===== src/rtl/mips_pkg.sv =====
// Shared constants and the next-PC selection enum for the instruction fetch stage.
package mips_pkg;

  localparam logic [31:0] RESET_VEC = 32'h8000_0000;
  localparam logic [31:0] IRQ_VEC   = 32'h8000_0004;
  localparam logic [31:0] EXC_VEC   = 32'h8000_0008;
  localparam logic [31:0] NOP_INSTR = 32'h0000_0000;

  typedef enum logic [2:0] {
    PC_SEQ,
    PC_HOLD,
    PC_REDIR,
    PC_IRQ,
    PC_EXC
  } pc_sel_t;

  // Any selection that replaces the instruction currently being fetched.
  function automatic logic is_flush(input pc_sel_t sel);
    return (sel == PC_REDIR) || (sel == PC_IRQ) || (sel == PC_EXC);
  endfunction

endpackage


===== src/rtl/instr_fetch_unit_next_pc_sel.sv =====
// Combinational priority encoder choosing the next PC source:
// exception > unmasked interrupt > redirect > stall > sequential.
module next_pc_sel
  import mips_pkg::*;
(
  input  logic [31:0] pc,
  input  logic        stall,
  input  logic        redirect_valid,
  input  logic [31:0] redirect_pc,
  input  logic        irq_req,
  input  logic        exc_req,
  output pc_sel_t     sel,
  output logic [31:0] next_pc
);

  logic [31:0] redir_tgt;

  always_comb begin
    redir_tgt = redirect_pc & 32'hFFFF_FFFC;
    // User mode cannot branch into the supervisor half of the address space.
    if (!pc[31]) redir_tgt[31] = 1'b0;

    sel     = PC_SEQ;
    next_pc = pc + 32'd4;
    if (exc_req) begin
      sel     = PC_EXC;
      next_pc = EXC_VEC;
    end else if (irq_req && !pc[31]) begin
      sel     = PC_IRQ;
      next_pc = IRQ_VEC;
    end else if (redirect_valid) begin
      sel     = PC_REDIR;
      next_pc = redir_tgt;
    end else if (stall) begin
      sel     = PC_HOLD;
      next_pc = pc;
    end
  end

endmodule


===== src/rtl/instr_fetch_unit.sv =====
// IF stage: owns the PC, reads the combinational ROM and loads the IF/ID register.
// Optional fetch/bubble performance counters are built when IFETCH_PERF_EN is defined.
module instr_fetch_unit
  import mips_pkg::*;
(
  input  logic        clk,
  input  logic        reset,
  output logic [31:0] rom_addr,
  input  logic [31:0] rom_data,
  input  logic        stall,
  input  logic        redirect_valid,
  input  logic [31:0] redirect_pc,
  input  logic        irq_req,
  input  logic        exc_req,
  output logic [31:0] pc,
  output logic [31:0] if_id_instr,
  output logic [31:0] if_id_pc4,
  output logic [31:0] epc,
  output logic        vec_taken
`ifdef IFETCH_PERF_EN
  ,
  output logic [31:0] fetch_cnt,
  output logic [31:0] bubble_cnt
`endif
);

  pc_sel_t     sel;
  logic [31:0] next_pc;
  logic [31:0] pc_plus4;

  logic [31:0] pc_q, pc_d;
  logic [31:0] if_id_instr_q, if_id_instr_d;
  logic [31:0] if_id_pc4_q, if_id_pc4_d;
  logic [31:0] epc_q, epc_d;
  logic        vec_taken_q, vec_taken_d;

  next_pc_sel u_next_pc_sel (
    .pc             (pc_q),
    .stall          (stall),
    .redirect_valid (redirect_valid),
    .redirect_pc    (redirect_pc),
    .irq_req        (irq_req),
    .exc_req        (exc_req),
    .sel            (sel),
    .next_pc        (next_pc)
  );

  assign pc_plus4 = pc_q + 32'd4;

  always_comb begin
    pc_d          = next_pc;
    if_id_instr_d = if_id_instr_q;
    if_id_pc4_d   = if_id_pc4_q;
    epc_d         = epc_q;
    vec_taken_d   = 1'b0;
    case (sel)
      PC_SEQ: begin
        if_id_instr_d = rom_data;
        if_id_pc4_d   = pc_plus4;
      end
      PC_REDIR: begin
        if_id_instr_d = NOP_INSTR;
        if_id_pc4_d   = pc_plus4;
      end
      PC_IRQ, PC_EXC: begin
        // The flushed fetch is the one to resume at after the handler.
        if_id_instr_d = NOP_INSTR;
        if_id_pc4_d   = pc_plus4;
        epc_d         = pc_q;
        vec_taken_d   = 1'b1;
      end
      default: ;
    endcase
  end

  always_ff @(posedge clk) begin
    if (reset) begin
      pc_q          <= RESET_VEC;
      if_id_instr_q <= NOP_INSTR;
      if_id_pc4_q   <= 32'd0;
      epc_q         <= 32'd0;
      vec_taken_q   <= 1'b0;
    end else begin
      pc_q          <= pc_d;
      if_id_instr_q <= if_id_instr_d;
      if_id_pc4_q   <= if_id_pc4_d;
      epc_q         <= epc_d;
      vec_taken_q   <= vec_taken_d;
    end
  end

  assign rom_addr    = {2'b00, pc_q[31:2]};
  assign pc          = pc_q;
  assign if_id_instr = if_id_instr_q;
  assign if_id_pc4   = if_id_pc4_q;
  assign epc         = epc_q;
  assign vec_taken   = vec_taken_q;

`ifdef IFETCH_PERF_EN
  logic [31:0] fetch_cnt_q, fetch_cnt_d;
  logic [31:0] bubble_cnt_q, bubble_cnt_d;

  always_comb begin
    fetch_cnt_d  = fetch_cnt_q;
    bubble_cnt_d = bubble_cnt_q;
    if (sel == PC_SEQ) fetch_cnt_d = fetch_cnt_q + 32'd1;
    if (sel == PC_HOLD || is_flush(sel)) bubble_cnt_d = bubble_cnt_q + 32'd1;
  end

  always_ff @(posedge clk) begin
    if (reset) begin
      fetch_cnt_q  <= 32'd0;
      bubble_cnt_q <= 32'd0;
    end else begin
      fetch_cnt_q  <= fetch_cnt_d;
      bubble_cnt_q <= bubble_cnt_d;
    end
  end

  assign fetch_cnt  = fetch_cnt_q;
  assign bubble_cnt = bubble_cnt_q;
`endif

endmodule


===== config.mk =====
export PLATFORM = sky130hd
export DESIGN_NAME = instr_fetch_unit
export DESIGN_NICKNAME = d
export VERILOG_FILES = /design/src/rtl/mips_pkg.sv /design/src/rtl/instr_fetch_unit_next_pc_sel.sv /design/src/rtl/instr_fetch_unit.sv
export SDC_FILE = /design/constraint.sdc
export NUM_CORES = 1
export LEC_CHECK = 0
export BUFFER_PORTS_ARGS = -buffer_cell sky130_fd_sc_hd__buf_2
export CORE_AREA = 2 2 107 109
export DETAILED_ROUTE_END_ITERATION = 7
export DIE_AREA = 0 0 109 111
export PLACE_DENSITY = 0.92
export SLEW_MARGIN = 20
export SYNTH_ARGS = -nofsm -noshare
export SYNTH_HDL_FRONTEND = slang
export SYNTH_SLANG_ARGS = --single-unit

===== constraint.sdc =====
create_clock -name clk -period 2.6 [get_ports clk]
set_input_delay 0.39 -clock clk [delete_from_list [all_inputs] [get_ports clk]]
set_output_delay 0.39 -clock clk [all_outputs]
set_load 0.01 [all_outputs]

==> impl_results.md <==
* Global-route wire length before repair at 25500 um
* Starting density of the core at 0.503
* Largest stage delay on the critical path at 0.47 ns
* Status: completed
* Via density at 5.41
* Worst VDD drop at 0.000366 V
* Clock buffer depth at 2
* Worst-path maximum fanout at 9
* Top Ports at 231
* Register bit total from synthesis at 123
* Setup Fix Bufs, Post-CTS at 0
* CTS tree: done
* Req. time, crit path at 2.89 ns
* Setup Crit Path Kind: flop to flop
* Final WL at 15800 um
* Grt total ovfl at 0
* Worst path cell trace: ha_1 -> and4_1 -> nand3_4 -> nor4_1 -> xnor2_1 -> a21oi_1
* DR WL met3 at 1400 um
* DRC errors left at 0
* Fillers at 902
* Hold Vio Cnt, Final at 0
* Clock share of power at 0.479
* Met2 wire len at 7570 um
* Post-Route M1 WL at 6590 um
* Nets at 903
* Post-Syn Area per Cell at 8.41 sq um
* Post-Syn Area at 5570 sq um
* LEAKAGE at 3.13 nW
* Initial DRC Count at 529
* Final setup TNS at 0 ns
* Ys async rst share at 0
* Pwr dens at 666 nW/um^2
* Register area share after synthesis at 0.442
* Yosys warns at 0
* Combinational share of power at 0.091
* Row cnt at 39
* HPWL after DPL at 10800 um
* Initial antenna violation count at 0
* Vias post-DR at 5348
* Critical Path AT at 2.50 ns
* Clk sinks at 123
* Worst clock skew at 0.00785 ns
* Core footprint at 11100 sq um
* Largest net degree at the start of global routing at 61
* ANT nets after route at 0
* First drt pass iteration count at 5
* Worst slew margin at 0.559
* CTS resizes at 0
* Worst skew pair latency at 0.41 ns
* Top Metal Used: met4
* IO Port Bufs at 220
* Die height at 111 um
* Maxcap violations at 0
* Worst setup SP type: flop
* Highest Clock Rate at 452 MHz
* Post-synth EDFFs at 0
* Period Utilization, post-route at 0.852
* Synthesized netlist cell count at 663
* Min-Delay Path Class: input pin to flop
* Sequential power share at 0.429
* Ys flop type: dfxtp_1
* Setup Viol. Count Final at 0
* Pins over their slew limit at 0
* Clock root cell: clkbuf_16
* H-Tree Depth at 4
* RSZ-0062 raised after global routing: false
* Vias in the first global route at 5062
* Pint at 3.46 mW
* Worst-path clk slew at 0.06 ns
* Num CTS Buffers at 17
* Netlist cell types at 45
* Min cycle time layout at 2.21 ns
* Area delta synth->final at 26.6%
* Die width at 109 um
* Crit. End Element: flop
* R2R setup slack at 0.39 ns
* Sw Pwr at 1.24 mW
* Placer Congestion at 0.890
* WL/cell at 16.0 um
* Share of layout cells above drive strength 1 at 0.336
* Switching share of power at 0.265
* All-Layer GR Usage at 0.269
* Diode count at 0
* Fin Hold WS at 0.219 ns
* Overall die area at 12100 sq um
* Hold-fix buffers, CTS at 0
* Worst slew pin tran at 0.661 ns
* Crit-path slowest cell: dfxtp_1
==> path summary, 6_finish.rpt <==
kind | cells after the start | start | to
hold / removal | 3 | redirect_pc[4] | pc[4]
setup reg to reg | 6 | pc[3] | pc[24]
hold reg to reg | 2 | epc[11] | epc[11]
setup / recovery | 6 | pc[3] | pc[24]
==> cell families (layout without fill, tap and decap cells) <==
logic type      after synthesis  count (layout)  synth area share
xor+xnor                     55              55            0.0864
simple gates                234             234             0.203
flops                       123             123             0.442
mux                           1               1           0.00180
fa+ha+maj                     1               1           0.00224
buf+inv                      98             273            0.0997
compound gates              150             150             0.164
other cells                   1               8          0.000673
==> sequential cells by signal (all words and copies together) (netlist names) <==
name         count
if_id_instr     32
epc             30
if_id_pc4       30
pc              30
vec_taken        1
==> synth_stat cells (2+ instances only) <==
master      n  share of area
a211oi_1   27          0.036
xnor2_1    38          0.060
buf_4      41          0.055
nor3_2      2         0.0036
buf_2      13          0.012
nand3_1    13          0.012
xor2_1     17          0.027
a22oi_1    32          0.043
nand2b_1    3         0.0034
and4_1      6         0.0094
o21ai_0    26          0.023
buf_1       5         0.0034
nor4_1      4         0.0045
dfxtp_1   123           0.44
nor2b_1     2         0.0022
clkbuf_1   31          0.021
and2_1      3         0.0034
nand4_1     9          0.010
or3_1       2         0.0022
inv_1       3         0.0020
buf_6       2         0.0040
nand2_1    78          0.053
clkbuf_2    2         0.0018
a21oi_1    61          0.055
nor2_1     84          0.057
nor3_1     14          0.013
nand4_4     2         0.0076
and3_1      3         0.0034
==> worst max-delay path: cells and delay by family (launching register included) <==
kind,cells,cell delay (ns)
xor+xnor,1,0.18
flops,1,0.47
compound gates,1,0.08
simple gates,3,1.04
fa+ha+maj,1,0.31
==> power groups by stage <==
stage               sequential [mW]  combinational [mW]  clock, mW
finish                         2.02               0.429       2.25
global route                   2.03               0.475       2.37
CTS                            2.02               0.430       2.27
detailed placement             2.06               0.427          0
global placement               2.06               0.419          0
floorplan                      2.07               0.243          0
==> final cells by class <==
cell class / count / area, sq um / share of cell area
clock buffers: 17 / 425 / 0.0603
repair buffers: 237 / 1230 / 0.175
clock inverters: 15 / 141 / 0.0200
multi-input cells: 449 / 2600 / 0.369
flip-flops and latches: 123 / 2460 / 0.349
inverters: 4 / 15.0 / 0.00213
well taps: 143 / 179 / 0.0254
==> stage by stage <==
| stage | setup slack [ns] | total power [mW] | utilization | cells | cell area (sq um) |
|---|---|---|---|---|---|
| floorplan | 0.718 | 2.32 | - | 670 | 5600 |
| global placement | 0.571 | 2.47 | 0.586 | 956 | 6490 |
| detailed placement | 0.436 | 2.48 | 0.586 | 956 | 6490 |
| CTS | 0.401 | 4.72 | 0.637 | 988 | 7050 |
| global route | 0.207 | 4.87 | 0.637 | 988 | 7050 |
| finish | 0.385 | 4.70 | 0.637 | 988 | 7050 |
==> cells in the final DEF, fill, tap and decap left out, drive strengths merged <==
cell type,instances
buf,237
dfxtp,123
nor2,84
nand2,79
a21oi,61
xnor2,38
a22oi,32
a211oi,28
o21ai,26
xor2,17
clkbuf,17
nor3,16
nand3,14
nand4,12
conb,8
inv,8
and4,7
clkinv,7
nor4,6
nand2b,3
and3,3
and2,3
clkinvlp,3
nor2b,2
or3,2
and4b,1
a21o,1
or4,1
a311oi,1
mux2i,1
a211o,1
nand4b,1
ha,1
bufinv,1
==> layer usage <==
metal,vias up,track usage
met3,20,0.0729
met5,-,0
met2,279,0.436
li1,2567,-
met4,0,0.101
met1,2482,0.340
(Power assumes the default switching activity.)
